File: src/rtl/bus_decoder_ws_pkg.sv
// Shared definitions for the CPU bus decoder with per-region wait states.
// Holds the system memory-map region indices, the wait-code and error-data
// constants and the decoder state encoding. Everything that decodes or
// times a bus access imports this package.
package bus_decoder_ws_pkg;

  // Region indices of the system memory map.
  localparam int CPU_RAM    = 0;
  localparam int VDP        = 1;
  localparam int STATUS     = 2;
  localparam int DSP        = 3;
  localparam int PAD        = 4;
  localparam int COP_RAM    = 5;
  localparam int BOOTLOADER = 6;
  localparam int FLASH_CTRL = 7;
  localparam int FLASH_READ = 8;

  // A region whose wait code is all ones is timed by the slave's own ready.
  localparam logic [3:0] WAIT_USE_READY = 4'hF;

  // Read data returned when an access is terminated by the timeout.
  localparam logic [31:0] BUS_ERROR_DATA = 32'hDEADBEEF;

  // Decoder FSM states.
  typedef enum logic [1:0] {
    ST_IDLE   = 2'd0,
    ST_ACCESS = 2'd1,
    ST_DONE   = 2'd2
  } busState_e;

  // True when a latched wait code selects slave-ready timing.
  function automatic logic isReadyMode(input logic [3:0] waitCode);
    return waitCode == WAIT_USE_READY;
  endfunction

endpackage

File: src/rtl/bus_wait_timer.sv
// Wait-state timer for the bus decoder.
// Contains a loadable down-counter with a zero flag, used to time
// fixed-wait regions, and (when BUS_TIMEOUT_EN is defined) an up-counter
// that flags when a ready-mode access has lasted TIMEOUT_CYCLES cycles.
// Without BUS_TIMEOUT_EN the timeout flag is tied low.
module bus_wait_timer
  import bus_decoder_ws_pkg::*;
#(
  parameter int TIMEOUT_CYCLES = 255
) (
  input  logic       clk,
  input  logic       reset,
  input  logic       load_i,
  input  logic [3:0] loadValue_i,
  input  logic       countEn_i,
  input  logic       timeoutEn_i,
  output logic       zero_o,
  output logic       timeout_o
);

  logic [3:0] waitCnt_q;
  logic [3:0] waitCnt_d;

  // Next value of the wait counter: load on access start, then count down
  // to zero and hold there until the decoder leaves the access.
  always_comb begin
    waitCnt_d = waitCnt_q;
    if (load_i) begin
      waitCnt_d = loadValue_i;
    end else if (countEn_i && (waitCnt_q != 4'd0)) begin
      waitCnt_d = waitCnt_q - 4'd1;
    end
  end

  // Wait counter register.
  always_ff @(posedge clk) begin
    if (reset) begin
      waitCnt_q <= 4'd0;
    end else begin
      waitCnt_q <= waitCnt_d;
    end
  end

  assign zero_o = (waitCnt_q == 4'd0);

`ifdef BUS_TIMEOUT_EN
  localparam int TW = $clog2(TIMEOUT_CYCLES + 1);
  localparam logic [TW-1:0] TO_LIMIT = TW'(TIMEOUT_CYCLES);

  logic [TW-1:0] toCnt_q;
  logic [TW-1:0] toCnt_d;

  // Timeout counter holds the number of the current access cycle (starting
  // at 1 in the first cycle) and saturates at the limit so it cannot wrap.
  always_comb begin
    toCnt_d = toCnt_q;
    if (load_i) begin
      toCnt_d = TW'(1);
    end else if (timeoutEn_i && (toCnt_q != TO_LIMIT)) begin
      toCnt_d = toCnt_q + TW'(1);
    end
  end

  // Timeout counter register.
  always_ff @(posedge clk) begin
    if (reset) begin
      toCnt_q <= '0;
    end else begin
      toCnt_q <= toCnt_d;
    end
  end

  assign timeout_o = timeoutEn_i && (toCnt_q == TO_LIMIT);
`else
  logic unusedTimeoutInputs;

  assign unusedTimeoutInputs = timeoutEn_i ^ (TIMEOUT_CYCLES == 0);
  assign timeout_o           = 1'b0;
`endif

endmodule

File: src/rtl/bus_decoder_ws.sv
// CPU bus decoder with a per-region wait-state engine.
// Decodes the CPU address into a one-hot slave enable, holds the enable and
// write strobes for the duration of the access, generates the CPU ready
// pulse from either a fixed wait count or the selected slave's ready, and
// muxes the selected slave's read data back to the CPU.
// Optional macro BUS_TIMEOUT_EN: terminates ready-mode accesses that last
// TIMEOUT_CYCLES cycles, returning BUS_ERROR_DATA and raising a sticky
// bus_error flag with the offending region.
module bus_decoder_ws
  import bus_decoder_ws_pkg::*;
#(
  parameter int ADDR_WIDTH     = 20,
  parameter int SEL_LSB        = 16,
  parameter int SEL_BITS       = 3,
  parameter int TOP_BIT_REGION = 1,
  parameter int NUM_REGIONS    = 2**SEL_BITS + TOP_BIT_REGION,
  parameter logic [4*NUM_REGIONS-1:0] WAIT_STATES = '0,
  parameter int TIMEOUT_CYCLES = 255
) (
  input  logic                     clk,
  input  logic                     reset,
  input  logic [ADDR_WIDTH-1:0]    cpu_address,
  input  logic                     cpu_mem_valid,
  input  logic [3:0]               cpu_wstrb,
  output logic                     cpu_mem_ready,
  output logic [31:0]              cpu_rdata,
  output logic [NUM_REGIONS-1:0]   slave_en,
  output logic [NUM_REGIONS-1:0]   slave_write_en,
  output logic [3:0]               slave_wstrb,
  input  logic [32*NUM_REGIONS-1:0] slave_rdata,
  input  logic [NUM_REGIONS-1:0]   slave_ready,
  output logic                     bus_error,
  output logic [SEL_BITS:0]        bus_error_region,
  input  logic                     bus_error_clear
);

  localparam int REGION_W = SEL_BITS + 1;
  localparam int NUM_SEL  = 2**SEL_BITS;

  busState_e             state_q;
  logic [REGION_W-1:0]   regionIdx_q;
  logic [3:0]            waitCode_q;
  logic [NUM_REGIONS-1:0] slaveEn_q;
  logic [NUM_REGIONS-1:0] slaveWriteEn_q;
  logic [3:0]            slaveWstrb_q;

  logic [REGION_W-1:0]   regionSel;
  logic [NUM_REGIONS-1:0] selOneHot;
  logic [3:0]            selWaitCode;
  logic                  accepting;
  logic                  accessing;
  logic                  readyMode;
  logic                  slaveHit;
  logic                  waitZero;
  logic                  timeoutHit;
  logic                  doneHit;
  logic                  timeoutTaken;
  logic                  unusedInputs;

  // Region index of the incoming request: the top address bit overrides the
  // select field when the extra top region is enabled.
  always_comb begin
    regionSel = {1'b0, cpu_address[SEL_LSB +: SEL_BITS]};
    if ((TOP_BIT_REGION != 0) && cpu_address[ADDR_WIDTH-1]) begin
      regionSel = REGION_W'(NUM_SEL);
    end
  end

  assign selOneHot   = NUM_REGIONS'(1) << regionSel;
  assign selWaitCode = WAIT_STATES[4*regionSel +: 4];

  // Only the select field and the top bit take part in decoding.
  assign unusedInputs = ^{cpu_address, bus_error_clear};

  assign accepting = (state_q == ST_IDLE) && cpu_mem_valid;
  assign accessing = (state_q == ST_ACCESS);
  assign readyMode = isReadyMode(waitCode_q);
  assign slaveHit  = slave_ready[regionIdx_q];

  bus_wait_timer #(
    .TIMEOUT_CYCLES (TIMEOUT_CYCLES)
  ) u_timer (
    .clk         (clk),
    .reset       (reset),
    .load_i      (accepting),
    .loadValue_i (selWaitCode),
    .countEn_i   (accessing && !readyMode),
    .timeoutEn_i (accessing && readyMode),
    .zero_o      (waitZero),
    .timeout_o   (timeoutHit)
  );

  // Access completion: fixed regions finish when the wait counter is empty,
  // ready regions when the selected slave answers or the timeout expires.
  always_comb begin
    doneHit      = 1'b0;
    timeoutTaken = 1'b0;
    if (accessing) begin
      if (readyMode) begin
        doneHit      = slaveHit || timeoutHit;
        timeoutTaken = !slaveHit && timeoutHit;
      end else begin
        doneHit = waitZero;
      end
    end
  end

  // A reset arriving during the completing cycle aborts the access, so the
  // ready pulse is suppressed while reset is high.
  assign cpu_mem_ready = doneHit && !reset;

  // Read data is only driven in the ready cycle; writes return zero and a
  // timed-out access returns the error pattern.
  always_comb begin
    cpu_rdata = '0;
    if (cpu_mem_ready) begin
      if (timeoutTaken) begin
        cpu_rdata = BUS_ERROR_DATA;
      end else if (slaveWstrb_q == 4'b0000) begin
        cpu_rdata = slave_rdata[32*regionIdx_q +: 32];
      end
    end
  end

  // Decoder FSM: latch the request in IDLE, hold the registered enables
  // through ACCESS, then spend one guard cycle in DONE with everything low.
  always_ff @(posedge clk) begin
    if (reset) begin
      state_q        <= ST_IDLE;
      regionIdx_q    <= '0;
      waitCode_q     <= 4'd0;
      slaveEn_q      <= '0;
      slaveWriteEn_q <= '0;
      slaveWstrb_q   <= 4'd0;
    end else begin
      case (state_q)
        ST_IDLE: begin
          if (cpu_mem_valid) begin
            regionIdx_q    <= regionSel;
            waitCode_q     <= selWaitCode;
            slaveWstrb_q   <= cpu_wstrb;
            slaveEn_q      <= selOneHot;
            slaveWriteEn_q <= (cpu_wstrb != 4'b0000) ? selOneHot : '0;
            state_q        <= ST_ACCESS;
          end
        end
        ST_ACCESS: begin
          if (doneHit) begin
            slaveEn_q      <= '0;
            slaveWriteEn_q <= '0;
            slaveWstrb_q   <= 4'd0;
            state_q        <= ST_DONE;
          end
        end
        ST_DONE: begin
          state_q <= ST_IDLE;
        end
        default: begin
          slaveEn_q      <= '0;
          slaveWriteEn_q <= '0;
          slaveWstrb_q   <= 4'd0;
          state_q        <= ST_IDLE;
        end
      endcase
    end
  end

  assign slave_en       = slaveEn_q;
  assign slave_write_en = slaveWriteEn_q;
  assign slave_wstrb    = slaveWstrb_q;

`ifdef BUS_TIMEOUT_EN
  logic                busError_q;
  logic [REGION_W-1:0] busErrorRegion_q;

  // Sticky timeout flag; a new timeout wins over a simultaneous clear.
  always_ff @(posedge clk) begin
    if (reset) begin
      busError_q       <= 1'b0;
      busErrorRegion_q <= '0;
    end else if (timeoutTaken) begin
      busError_q       <= 1'b1;
      busErrorRegion_q <= regionIdx_q;
    end else if (bus_error_clear) begin
      busError_q <= 1'b0;
    end
  end

  assign bus_error        = busError_q;
  assign bus_error_region = busErrorRegion_q;
`else
  assign bus_error        = 1'b0;
  assign bus_error_region = '0;
`endif

endmodule

File: config.mk
export PLATFORM = sky130hd
export DESIGN_NAME = bus_decoder_ws
export DESIGN_NICKNAME = d
export VERILOG_FILES = /design/src/rtl/bus_decoder_ws_pkg.sv /design/src/rtl/bus_wait_timer.sv /design/src/rtl/bus_decoder_ws.sv
export SDC_FILE = /design/constraint.sdc
export NUM_CORES = 1
export LEC_CHECK = 0
export CAP_MARGIN = 20
export CORE_AREA = 2 2 150 152
export DETAILED_ROUTE_END_ITERATION = 16
export DIE_AREA = 0 0 152 154
export HOLD_SLACK_MARGIN = 0.03
export SLEW_MARGIN = 40
export SYNTH_ARGS = -nofsm -noshare
export SYNTH_HDL_FRONTEND = slang
export SYNTH_SLANG_ARGS = --single-unit
File: constraint.sdc
create_clock -name clk -period 1.9 [get_ports clk]
set_input_delay 0.38 -clock clk [delete_from_list [all_inputs] [get_ports clk]]
set_output_delay 0.38 -clock clk [all_outputs]
set_load 0.05 [all_outputs]
[Yosys cells after proc, flatten, opt, wreduce, memory -nomap -nowiden]
Index checks and enable logic that the tools add are counted.
Storage, ports and cells
  register bits after elaboration: 36
  bits of input ports: 325
Cells by class
  add/subtract/negate cells: 1
  magnitude comparators: 1
  equal/unequal tests: 5
  shift-type cells: 3
  multiplexer cells: 21
  bitwise operators: 1
  reductions and logical operators: 15
Operator list (count)
  $shiftx 288x10->32: 1
  $mux 32: 2
  $pmux 9 s3: 2
  $mux 9: 4
  $shiftx 36x7->4 const A: 1
  $mux 4: 5
  $pmux 4 s3: 1
  $shl 1x4->9 const A: 1
  $logic_not 4->1: 2
  $reduce_bool 4->1: 2
  $lt 4x5->1 const B: 1
  $bmux 1 s4: 1
  $eq 4x4->1 const B: 1
  $logic_and 1x1->1: 4
  $mux 2: 2
  $pmux 2 s2: 1
  $reduce_and 2->1: 2
  $sub 4x1->4 const B: 1
  $mux 1: 3
  $reduce_and 3->1: 1
  $eq 2x1->1 const B: 1
  $eq 2x2->1 const B: 1
  $logic_not 1->1: 2
  $logic_not 2->1: 1
  4 further kinds: 4

[Depth between registers and ports, before layout]
  word-level depth: 6
  mapped depth: 7
  depth with buffers taken out: 6

[Hierarchy]
A second synthesis with hierarchy kept.
Unflattened totals
  cell total of the unflattened synthesis: 416
  area, all modules: 3729.8 um^2
Modules (own cells, without submodules)
  bus_decoder_ws: times used 1, cells an instance 385, area each 3455.8 um^2
  bus_wait_timer: times used 1, cells an instance 31, area each 274.0 um^2

[Worst setup path before layout]
Ideal clock, no wire load.
  path kind: register to output
  start point: reg u_timer.waitCnt_q[0]
  end point: out cpu_rdata[10]
  arrival: 2844 ps
  slack: -1324 ps
  stages on the path, launching flop included: 8
  buffers on the path: 1
  cells stage by stage: dfxtp_1 > inv_1 > ha_1 > or3b_1 > nor3_2 > nand2_1 > buf_2 > a21oi_1
Between the ends
  cells in the longest elaborated chain, start to end: 5
RTL lines
  from (decl): line bus_wait_timer.sv:21  | logic [3:0] waitCnt_q;
  from (signal assigned): line bus_wait_timer.sv:40  | waitCnt_q <= waitCnt_d;
  $logic_not 4->1: line bus_wait_timer.sv:44  | assign zero_o = (waitCnt_q == 4'd0);
  $mux 1: line bus_decoder_ws.sv:99  | if (readyMode) begin
  $mux 1: line bus_decoder_ws.sv:98  | if (accessing) begin
  $logic_and 1x1->1: line bus_decoder_ws.sv:110  | assign cpu_mem_ready = doneHit && !reset;
  net cpu_mem_ready: line bus_decoder_ws.sv:25  | output logic cpu_mem_ready,
  $mux 32: line bus_decoder_ws.sv:116  | if (cpu_mem_ready) begin
  to (decl): line bus_decoder_ws.sv:26  | output logic [31:0] cpu_rdata,
The timed path passes the listed nets, and every way through them passes these cells.

[Worst setup path in the final report]
  start point: reg regionIdx_q[0]
  end point: out cpu_rdata[29]
Between the ends
  cells in the longest elaborated chain, start to end: 6
RTL lines
  from (decl): line bus_decoder_ws.sv:41  | logic [REGION_W-1:0] regionIdx_q;
  from (signal assigned): line bus_decoder_ws.sv:139  | regionIdx_q <= regionSel;
  parallel branches: the longest is 5 deep, another holds $shiftx 288x10->32
  $mux 32 (*): line bus_decoder_ws.sv:116
Mark *: on every way between the ends. The select of a mux whose other input is x is not followed.

==> results.md <==
* Clk pwr share at 0.251
* Share of layout cells above drive strength 1 at 0.327
* Clk sinks at 32
* EDFF count, synth at 0
* CTS tree: done
* Core area at roughly 22000 sq um
* Startpoint class of the critical path: register
* Max_cap viols at 0
* Mean Syn Cell Area at just under 9 sq um
* Ys flop type: dfxtp_1
* Power per standard cell area at 361 nW/um^2
* Crit-path max FO at 6
* Distinct cell type count after synthesis at 37
* Initial antenna violation count at 1
* Arr. time, crit path at roughly 2.1 ns
* Total CTS buffers at 5
* Final setup margin at -0.572 ns
* CTS root buf: clkbuf_16
* Static leakage at 3.16 nW
* Worst slew margin at 0.657
* Row count at between 50 and 60
* Antenna fix cells at 0
* Reg clk slew, reported paths at around 0.05 ns
* Clk_lat worst skew at approximately 0.27 ns
* Final worst path period share at 1.30
* Worst Tran Pin Value at between 0.5 and 0.6 ns
* Register area share after synthesis at 0.167
* Initial DRC count at between 200 and 250
* Antenna-violating nets left at 0
* Final max-slew violation count at 0
* Final #Nets at 1142
* Vias in the first global route at around 5.3k
* Power Total at between 3 and 4 mW
* Final-report setup violation count at 33
* Async SR Flop Fraction at 0
* Vias/cell at between 4 and 5
* Initial core utilization at 0.177
* Final hold slack at 0.453 ns
* Failing checks: setup timing
* Final hold violation count at 0
* Clk buf depth at 2
* Min-Delay Path Class: reg -> reg
* Ports at slightly below 400
* Switching part of the total power at 0.291
* Maximum vdd drop at roughly 320 uV
* Drt drc at 0
* Status: finished, violations left
* Grt total ovfl at 0
* Filler instances at approximately 2.1k
* Warnings, synthesis at 0
* Overall via count from detail_route at around 5.0k
* Power Internal at around 2.3 mW
* Post-DP HPWL at about 17 mm
* Hold-fix buffers at CTS at 0
* Die width at approximately 150 microns
* Combinational cell fraction of total power at 0.531
* Worst Setup Path Type: reg -> out
* Drt wl/cell at approximately 19 microns
* Routed wire length at between 20 and 25 mm
* Mapped Cells at between 400 and 500
* CTS H-tree depth at 2
* Seq pwr share at 0.219
* Post-layout minimum cycle time at 2.47 ns
* First-pass GRT wire length at about 31 mm
* Die H at about 150 microns
* GR Util All Layers at 0.169
* Max Clock Skew at approximately 0.0055 ns
* Flops & latches, synth at 32
* Worst setup EP type: output pin
* RSZ-0062 raised after global routing: true
* Achievable frequency at between 400 and 500 MHz
* Synthesized cell area at 3840 sq um
* Switch Pwr at 0.946 mW
* Req. time, crit path at ~1.5 ns
* I/O Buffers at ~350
* Post-route setup TNS at -16.90 ns
* Area growth, synth to finish at 134%
* Die area at 23400 sq um
* Router iterations before antenna repair at 4
* GPL Wtd Cong at between 0.8 and 0.9
* Largest net degree at the start of global routing at 33
final cells by class:
| cell class | instances | area (sq um) | area share |
|---|---|---|---|
| Timing Repair Buffer | 416 | 4510 | 0.502 |
| Tap cell | 280 | 350 | 0.0389 |
| Sequential cell | 32 | 649 | 0.0722 |
| Multi-Input combinational cell | 359 | 3320 | 0.369 |
| Inverter | 2 | 7.51 | 0.000834 |
| Clock buffer | 7 | 153 | 0.0170 |
cell usage after synthesis (all sizes together) (5+ instances only):
master	count	area, sq um
nor3b	5	37.5
o22ai	33	206
a22oi	17	128
mux2	64	721
nor2	59	221
a21oi	38	190
nand2	41	154
dfxtp	32	641
nor3	7	40.0
mux4	32	724
clkbuf	13	48.8
buf	35	303
or3	32	200
cell families after synthesis:
group | count (synthesis) | share of synthesized area
AO/OA/AOI/OAI | 92 | 0.146
other | 1 | 0.000977
flip-flops | 32 | 0.167
multiplexers | 96 | 0.376
AND/OR/NAND/NOR | 162 | 0.206
adder cells (fa/ha/maj) | 1 | 0.00326
buffers and inverters | 50 | 0.0935
XOR/XNOR | 3 | 0.00685
repair_timing:
| action | in CTS | in global routing |
|---|---|---|
| endpoints found under the setup margin | 33 | 33 |
| buffers inserted | 1 | 7 |
| gates cloned | 0 | 2 |
| pin swaps | 3 | 1 |
| resized for setup | 16 | 8 |
registers in the layout (all words and copies together) (netlist names):
name / count
state_q: 2
slave_en: 9
slave_write_en: 9
regionIdx_q: 4
slave_wstrb: 4
u_timer.waitCnt_q: 4
cells in the final DEF (no fill, tap or decap), drive strengths merged, types with 3 or more instances in the layout:
| master | Yosys | final |
|---|---|---|
| dfxtp | 32 | 32 |
| conb | 1 | 5 |
| mux2 | 64 | 64 |
| o22ai | 33 | 33 |
| or3 | 32 | 32 |
| nand2 | 41 | 41 |
| mux4 | 32 | 32 |
| a22oi | 17 | 17 |
| buf | 35 | 101 |
| nor2b | 3 | 3 |
| a32oi | 3 | 3 |
| nor2 | 59 | 59 |
| clkbuf | 13 | 9 |
| nor3 | 7 | 7 |
| nor3b | 5 | 5 |
| a21oi | 38 | 38 |
| clkdlybuf4s50 | 0 | 312 |
metal layers:
layer  GRT usage  share of wire
met1       0.207           0.42
met2       0.302           0.50
met3      0.0426          0.065
met4      0.0303          0.014
met5           0        0.00057
worst paths after layout:
| kind | cells after the start | from | end | slack, ns |
|---|---|---|---|---|
| max | 8 | regionIdx_q[0]$_SDFFE_PP0P_ | cpu_rdata[29] | -0.57 |
| min | 2 | slave_en[8]$_SDFFE_PP0P_ | slave_en[8]$_SDFFE_PP0P_ | 0.45 |
| min reg2reg | 2 | slave_en[8]$_SDFFE_PP0P_ | slave_en[8]$_SDFFE_PP0P_ | 0.45 |
| max reg2reg | 8 | u_timer.waitCnt_q[1]$_SDFFE_PP0P_ | u_timer.waitCnt_q[1]$_SDFFE_PP0P_ | 0.23 |
through the flow:
step           worst slack, ns  cells   util  area [sq um]
2_1_floorplan           -0.548    441      -          4280
3_3_place_gp            -0.734   1080  0.398          8640
3_5_place_dp            -0.713   1080  0.398          8640
4_1_cts                 -0.573   1088  0.409          8870
5_1_grt                 -0.620   1096  0.415          9000
6_report                -0.572   1096  0.415          9000
power by group through the flow:
stage                     clock network [mW]  registers (mW)  logic, mW
final                                  0.815           0.711       1.73
after global routing                   0.862           0.712       1.83
after CTS                              0.827           0.712       1.70
after detailed placement                   0           0.725       1.66
after global placement                     0           0.725       1.65
after floorplan                            0           0.758      0.727
worst max-delay path: stages, from the launching register on:
cell and delay (ns):
dfxtp_4 0.40, buf_6 0.15, buf_4 0.13, buf_4 0.15, mux2_2 0.21, o22ai_1 0.07, or3_4 0.38, a21oi_4 0.17
buf_12 0.15
No activity file was read; power rests on OpenSTA's default activity.
